===== config.mk =====
export PLATFORM = sky130hd
export DESIGN_NAME = sequenciador_atuadores_flat
export DESIGN_NICKNAME = d
export VERILOG_FILES = /design/src/rtl/sequenciador_atuadores_if.sv /design/src/rtl/sequenciador_atuadores.sv /design/src/flat_wrapper.sv
export SDC_FILE = /design/constraint.sdc
export NUM_CORES = 1
export LEC_CHECK = 0
export CAP_MARGIN = 30
export CORE_MARGIN = 3
export CORE_UTILIZATION = 35
export DETAILED_ROUTE_END_ITERATION = 10
export PLACE_DENSITY = 0.64
export SLEW_MARGIN = 30
export SYNTH_ARGS = -nofsm -noshare
export SYNTH_HDL_FRONTEND = slang
export SYNTH_SLANG_ARGS = --single-unit

===== constraint.sdc =====
create_clock -name clock_i -period 3.35 [get_ports clock_i]
set_clock_uncertainty 0.2 [all_clocks]
set_input_delay 0.67 -clock clock_i [delete_from_list [all_inputs] [get_ports clock_i]]
set_output_delay 0.67 -clock clock_i [all_outputs]
set_load 0.02 [all_outputs]

===== src/rtl/sequenciador_atuadores_if.sv =====
// Control/status bundle between the brew sequencer and whoever commands it.
// master: drives start/abort/modo/done_in and observes the actuator outputs.
// slave : the sequencer itself.
interface sequenciador_atuadores_if #(
  parameter int NCH = 3,
  parameter int CW  = 2
);
  logic           start;
  logic           abort;
  logic [1:0]     modo;
  logic [NCH-1:0] done_in;
  logic [NCH-1:0] atuador;
  logic           ocupado;
  logic [CW-1:0]  canal;
  logic           pronto;
  logic           timeout;
  logic [CW-1:0]  falha_canal;

  modport master (
    output start, abort, modo, done_in,
    input  atuador, ocupado, canal, pronto, timeout, falha_canal
  );

  modport slave (
    input  start, abort, modo, done_in,
    output atuador, ocupado, canal, pronto, timeout, falha_canal
  );
endinterface


===== src/rtl/sequenciador_atuadores.sv =====
// Sequencer that drives NCH brew actuators one at a time, in channel order.
// Latency: start sampled at t -> SELECT at t+1 -> first actuator on from t+2.
// Backpressure: none; start is ignored while busy, abort always wins.
//
// Ports:
//   clock_i  system clock
//   reset_i  synchronous, active-high reset
//   seq_io   slave side of the control bundle:
//              start/abort/modo/done_in in; atuador (registered, one-hot or zero),
//              ocupado, canal, pronto (1-cycle), timeout, falha_canal out.
//
// Per-channel on-time comes from DUR_S, 8-bit units of BASE_TICKS clocks at
// bits [(c*4+m)*8 +: 8]. Channels in EARLY_MASK stop on done_in[c] and treat
// the table time as a timeout. All-off time between two actuations is
// GAP_TICKS clocks (the SELECT cycle counts as part of it); a channel with a
// zero duration is skipped without any gap.
module sequenciador_atuadores #(
  parameter int                NCH        = 3,
  parameter int                CW         = 2,
  parameter int                BASE_TICKS = 50000000,
  parameter int                GAP_TICKS  = 50000000,
  parameter logic [NCH*32-1:0] DUR_S      = 96'h0A080604_1E1E1E1E_0F0C0906,
  parameter logic [NCH-1:0]    EARLY_MASK = 3'b010
) (
  input logic                     clock_i,
  input logic                     reset_i,
  sequenciador_atuadores_if.slave seq_io
);

  localparam int MAXT = (BASE_TICKS > GAP_TICKS) ? BASE_TICKS : GAP_TICKS;
  localparam int TW   = (MAXT > 1) ? $clog2(MAXT) : 1;
  localparam int NE   = 1 << (CW + 2);

  localparam logic [TW-1:0] PRESC_LAST = TW'(BASE_TICKS - 1);
  // GAP state covers GAP_TICKS-1 cycles; the following SELECT is the last off cycle.
  localparam logic [TW-1:0] GAP_LAST   = (GAP_TICKS >= 2) ? TW'(GAP_TICKS - 2) : '0;
  localparam logic [CW-1:0] LAST_CH    = CW'(NCH - 1);

  typedef enum logic [2:0] {
    S_IDLE,
    S_SELECT,
    S_ACTIVE,
    S_GAP,
    S_DONE,
    S_ERROR
  } state_t;

  state_t         state_q, state_d;
  logic [CW-1:0]  canal_q, canal_d;
  logic [1:0]     modo_q, modo_d;
  logic [TW-1:0]  presc_q, presc_d;
  logic [7:0]     units_q, units_d;
  logic [7:0]     dur_q, dur_d;
  logic [NCH-1:0] atuador_q, atuador_d;
  logic [CW-1:0]  falha_q, falha_d;

  // Duration table flattened into an array indexed by {canal, modo}; the
  // power-of-two size keeps out-of-range channel indices reading as zero.
  logic [7:0] dur_tab [NE];

  for (genvar e = 0; e < NE; e++) begin : g_dur
    if (e < NCH * 4) begin : g_used
      assign dur_tab[e] = DUR_S[e*8 +: 8];
    end else begin : g_unused
      assign dur_tab[e] = 8'd0;
    end
  end

  logic [7:0]     dur_sel;
  logic [NCH-1:0] onehot;
  logic           early_cur;
  logic           done_cur;

  always_comb begin
    dur_sel   = dur_tab[{canal_q, modo_q}];
    onehot    = '0;
    early_cur = 1'b0;
    done_cur  = 1'b0;
    for (int i = 0; i < NCH; i++) begin
      if (canal_q == CW'(i)) begin
        onehot[i] = 1'b1;
        early_cur = EARLY_MASK[i];
        // Feedback only matters for the current channel and only if it is early-ending.
        done_cur  = EARLY_MASK[i] & seq_io.done_in[i];
      end
    end
  end

  logic last_tick;
  logic adv;

  assign last_tick = (presc_q == PRESC_LAST) && (units_q == dur_q - 8'd1);

  always_comb begin
    state_d   = state_q;
    canal_d   = canal_q;
    modo_d    = modo_q;
    presc_d   = presc_q;
    units_d   = units_q;
    dur_d     = dur_q;
    atuador_d = '0;
    falha_d   = falha_q;
    adv       = 1'b0;

    if (seq_io.abort) begin
      // Abort from anywhere: everything off, back to IDLE (also covers abort+start in IDLE).
      state_d = S_IDLE;
      presc_d = '0;
      units_d = '0;
      falha_d = '0;
    end else begin
      unique case (state_q)
        S_IDLE: begin
          if (seq_io.start) begin
            modo_d  = seq_io.modo;
            canal_d = '0;
            state_d = S_SELECT;
          end
        end

        S_SELECT: begin
          if (dur_sel == 8'd0) begin
            // Skipped channel: nothing was switched, so no settling gap.
            if (canal_q == LAST_CH) begin
              state_d = S_DONE;
            end else begin
              canal_d = canal_q + CW'(1);
            end
          end else begin
            dur_d     = dur_sel;
            presc_d   = '0;
            units_d   = '0;
            atuador_d = onehot;
            state_d   = S_ACTIVE;
          end
        end

        S_ACTIVE: begin
          atuador_d = onehot;
          if (done_cur) begin
            // Checked before expiry so feedback on the final cycle still counts as success.
            atuador_d = '0;
            adv       = 1'b1;
          end else if (last_tick) begin
            atuador_d = '0;
            if (early_cur) begin
              falha_d = canal_q;
              state_d = S_ERROR;
            end else begin
              adv = 1'b1;
            end
          end else if (presc_q == PRESC_LAST) begin
            presc_d = '0;
            units_d = units_q + 8'd1;
          end else begin
            presc_d = presc_q + TW'(1);
          end
        end

        S_GAP: begin
          if (presc_q == GAP_LAST) begin
            canal_d = canal_q + CW'(1);
            state_d = S_SELECT;
          end else begin
            presc_d = presc_q + TW'(1);
          end
        end

        S_DONE: begin
          state_d = S_IDLE;
        end

        S_ERROR: begin
          if (seq_io.start) begin
            modo_d  = seq_io.modo;
            canal_d = '0;
            state_d = S_SELECT;
          end
        end

        default: begin
          state_d = S_IDLE;
        end
      endcase

      // Leaving a channel normally: finish, or pause before the next one.
      if (adv) begin
        if (canal_q == LAST_CH) begin
          state_d = S_DONE;
        end else if (GAP_TICKS <= 1) begin
          canal_d = canal_q + CW'(1);
          state_d = S_SELECT;
        end else begin
          presc_d = '0;
          state_d = S_GAP;
        end
      end
    end
  end

  always_ff @(posedge clock_i) begin
    if (reset_i) begin
      state_q   <= S_IDLE;
      canal_q   <= '0;
      modo_q    <= '0;
      presc_q   <= '0;
      units_q   <= '0;
      dur_q     <= '0;
      atuador_q <= '0;
      falha_q   <= '0;
    end else begin
      state_q   <= state_d;
      canal_q   <= canal_d;
      modo_q    <= modo_d;
      presc_q   <= presc_d;
      units_q   <= units_d;
      dur_q     <= dur_d;
      atuador_q <= atuador_d;
      falha_q   <= falha_d;
    end
  end

  assign seq_io.atuador     = atuador_q;
  assign seq_io.ocupado     = (state_q == S_SELECT) || (state_q == S_ACTIVE) || (state_q == S_GAP);
  assign seq_io.canal       = canal_q;
  assign seq_io.pronto      = (state_q == S_DONE);
  assign seq_io.timeout     = (state_q == S_ERROR);
  assign seq_io.falha_canal = falha_q;

endmodule


===== src/flat_wrapper.sv =====
// flat-port wrapper written by rule: the top's interface ports become plain ports
module sequenciador_atuadores_flat 
#(
  parameter int                NCH        = 3,
  parameter int                CW         = 2,
  parameter int                BASE_TICKS = 50000000,
  parameter int                GAP_TICKS  = 50000000,
  parameter logic [NCH*32-1:0] DUR_S      = 96'h0A080604_1E1E1E1E_0F0C0906,
  parameter logic [NCH-1:0]    EARLY_MASK = 3'b010
)
  (clock_i, reset_i, seq_io_start, seq_io_abort, seq_io_modo, seq_io_done_in, seq_io_atuador, seq_io_ocupado, seq_io_canal, seq_io_pronto, seq_io_timeout, seq_io_falha_canal);
  sequenciador_atuadores_if #(.NCH(NCH), .CW(CW)) seq_io_i ();
  input logic clock_i;
  input logic reset_i;
  input wire logic [$bits(seq_io_i.start)-1:0] seq_io_start;
  input wire logic [$bits(seq_io_i.abort)-1:0] seq_io_abort;
  input wire logic [$bits(seq_io_i.modo)-1:0] seq_io_modo;
  input wire logic [$bits(seq_io_i.done_in)-1:0] seq_io_done_in;
  output wire logic [$bits(seq_io_i.atuador)-1:0] seq_io_atuador;
  output wire logic [$bits(seq_io_i.ocupado)-1:0] seq_io_ocupado;
  output wire logic [$bits(seq_io_i.canal)-1:0] seq_io_canal;
  output wire logic [$bits(seq_io_i.pronto)-1:0] seq_io_pronto;
  output wire logic [$bits(seq_io_i.timeout)-1:0] seq_io_timeout;
  output wire logic [$bits(seq_io_i.falha_canal)-1:0] seq_io_falha_canal;
  assign seq_io_i.start = seq_io_start;
  assign seq_io_i.abort = seq_io_abort;
  assign seq_io_i.modo = seq_io_modo;
  assign seq_io_i.done_in = seq_io_done_in;
  assign seq_io_atuador = seq_io_i.atuador;
  assign seq_io_ocupado = seq_io_i.ocupado;
  assign seq_io_canal = seq_io_i.canal;
  assign seq_io_pronto = seq_io_i.pronto;
  assign seq_io_timeout = seq_io_i.timeout;
  assign seq_io_falha_canal = seq_io_i.falha_canal;
  sequenciador_atuadores #(.NCH(NCH), .CW(CW), .BASE_TICKS(BASE_TICKS), .GAP_TICKS(GAP_TICKS), .DUR_S(DUR_S), .EARLY_MASK(EARLY_MASK)) u_core (.clock_i(clock_i), .reset_i(reset_i), .seq_io(seq_io_i));
endmodule

==> metrics.txt <==
clk_lat worst skew between 300 and 400 ps; leak pwr around 1.2 nW; vias per std cell 5.739; Ports 19; slowest cell delay on critical path 450 ps; worst path required time roughly 3400 ps; std cell rows 34; Synth async-reset ratio 0; area grow syn2layout 13.43%; CP Cell Sequence inv_1 -> ha_1 -> nor2b_1 -> or3_1 -> a311oi_1 -> nand3_2 -> buf_4 -> o211a_1 -> and2_4 -> mux2_4; Hold Path Class register to register; commonest non-fill, non-tap cell in the layout dfxtp_1; largest net degree at the start of global routing 23; RR Endpoint u_core.units_q[6]; Slowest-stage cell, CP dfxtp_1; # hold bufs at CTS 0; ys flop type dfxtp_1; Port Buffers 16; end point of the critical path u_core.units_q[6]; number of nets in the layout 437; Detailed Place HPWL 5533 um; initial antenna violation count 0; top post-synthesis cells by area dfxtp_1 32%, nor2_1 5.8%, a21oi_1 5.2%, ha_1 5.2%, o21ai_0 4.1%; f_max 0.3335 GHz; final hold violations 0; Worst path top cell family by delay simple AND/OR/NAND/NOR gates; GRT Total Usage 0.1597; critical path class register to register; first-pass GRT wire length roughly 13000 um; clk buf depth 2; worst slew pin tran between 500 and 600 ps; CTS root buf clkbuf_8; fin crit period around 3000 ps; Setup TNS 0 ps; H-tree level count 2; synthesized area 0.003158 mm^2; sequential area share after synthesis 0.3233; vias in the first global route roughly 2800; commonest non-fill, non-tap cells in the layout 51 x dfxtp_1, 49 x nor2_1, 33 x a21oi_1; Worst R2R Start u_core.dur_q[0]; Crit. Startpoint u_core.dur_q[0]; setup violators final 0; Mean Syn Cell Area about 8 um^2; Syn Inst Count 396; Yosys Warn Count 0; drt drc 0; initial DRC count between 150 and 200; layout cells sized above 1 0.09375; Num CTS Buffers 5; die width ~100 um; post-synth top area share 0.3233; DR WL/cell between 10 and 15 um; Power Density 347.5 mW/mm^2; Rel. slew slack 0.6028; Final Slew Violations 0; DIE HEIGHT around 100 um; CTS tree yes; R2R cell count 10; R2R Setup Slk around 350 ps; Die Area a little over 0.01 mm^2; Final GP Congestion 0.8852; cell taking the most area after synthesis dfxtp_1; arrival time worst endpoint about 3000 ps; CTS sink count 51; CP bufs+invs 2; synthesized flop and latch total 51; initial cell density of the core 0.3604; Worst setup SP type register; hold_ws 309.5 ps; period utilization 0.8950; syn_nets ~420; critical path depth in cells 10; synth unique cells 65; Detailed Route WL between 7000 and 8000 um; Util after Layout 0.4088; RSZ-0062 raised after global routing false; antenna-violating nets left 0; GRT overflow 0; Post-synth EDFFs 0; DRT Pass-1 Iters 5; status finished, final reports clean; VDD IR max between 150 and 200 uV; Max Cap Viol 0; final antenna diode count 0; Core ar. around 0.0088 mm^2; Worst Path Max Fanout 10; total vias in the final route roughly 3000; crit path capture type register; clock slew at reported path FFs between 100 and 150 ps
==> worst reg2reg max path, cell delays in order (launching register included) <==
cell and delay, ps:
dfxtp_1 450, inv_1 70, ha_1 280, nor2b_1 150, or3_1 310, a311oi_1 420
nand3_2 110, buf_4 190, o211a_1 250, and2_4 170, mux2_4 280
==> state kept, by name, indices dropped and copies added (netlist names) <==
signal                     cells
u_core.presc_q                26
u_core.units_q                 8
u_core.dur_q                   5
u_core.seq_io.atuador          3
u_core.state_q                 3
u_core.modo_q                  2
u_core.seq_io.canal            2
u_core.seq_io.falha_canal      2
==> cell usage after synthesis, types with 8 or more instances <==
library cell	instances
a311oi_1	13
and3_1	9
inv_1	13
nor2_1	49
o21ai_0	26
nand2_1	31
nand3_1	18
a21oi_1	33
nand4_1	10
ha_1	13
nor3_1	13
dfxtp_1	51
clkbuf_1	12
a31oi_1	8
==> layer usage <==
metal | track usage | vias up | wire [um]
met4 | 0.04703 | 0 | 114
met3 | 0.02837 | 11 | 264
met5 | 0 | - | 0
met1 | 0.2162 | 1409 | 3822
li1 | - | 1522 | -
met2 | 0.2597 | 65 | 3523
==> through the flow <==
step                power, mW  setup slack, ps  instances  area, um^2
finish                  1.245            351.8        524        3582
global route            1.299            32.84        524        3582
CTS                     1.251            257.1        522        3566
detailed placement     0.7920            305.8        514        3445
global placement       0.7889            335.7        514        3445
floorplan              0.7460            563.8        396        3158
==> logic make-up (layout without fill, tap and decap cells) <==
| group | count (synthesis) | in the layout | share of synthesized area |
|---|---|---|---|
| AND/OR/NAND/NOR | 177 | 177 | 0.3079 |
| AO/OA/AOI/OAI | 110 | 110 | 0.2262 |
| flip-flops | 51 | 51 | 0.3233 |
| buffers and inverters | 29 | 49 | 0.04199 |
| adder cells (fa/ha/maj) | 13 | 13 | 0.05151 |
| XOR/XNOR | 9 | 9 | 0.02496 |
| multiplexers | 7 | 7 | 0.02417 |
==> how the worst min path moves through the flow <==
stage | cells past startpoint | slack, ps | startpoint | endpoint
floorplan | 1 | 240 | u_core.presc_q[25] | u_core.presc_q[25]
global placement | 1 | 280 | u_core.presc_q[25] | u_core.presc_q[25]
detailed placement | 2 | 280 | u_core.seq_io.falha_canal[1] | u_core.seq_io.falha_canal[1]
CTS | 1 | 310 | u_core.presc_q[25] | u_core.presc_q[25]
global route | 2 | 340 | u_core.units_q[7] | u_core.units_q[7]
finish | 1 | 310 | u_core.presc_q[25] | u_core.presc_q[25]
==> layout make-up <==
cell class,instances,area [um^2]
Clock buffer,6,82.58
Clock inverter,2,38.79
Timing Repair Buffer,28,250.2
Tap cell,108,135.1
Inverter,13,48.80
Multi-Input combinational cell,316,2006
Fill cell,916,5181
Sequential cell,51,1021
==> timing repair <==
item | CTS | global route
gates resized for setup | 0 | 1
buffers inserted | 0 | 2
setup endpoints to repair | 0 | 12
==> report_power, final <==
part	leakage (nW)	internal [mW]	switching, mW
registers	0.412	0.613	0.0127
logic	0.701	0.0585	0.0956
clock network	0.0618	0.246	0.219
(Power assumes the default switching activity.)
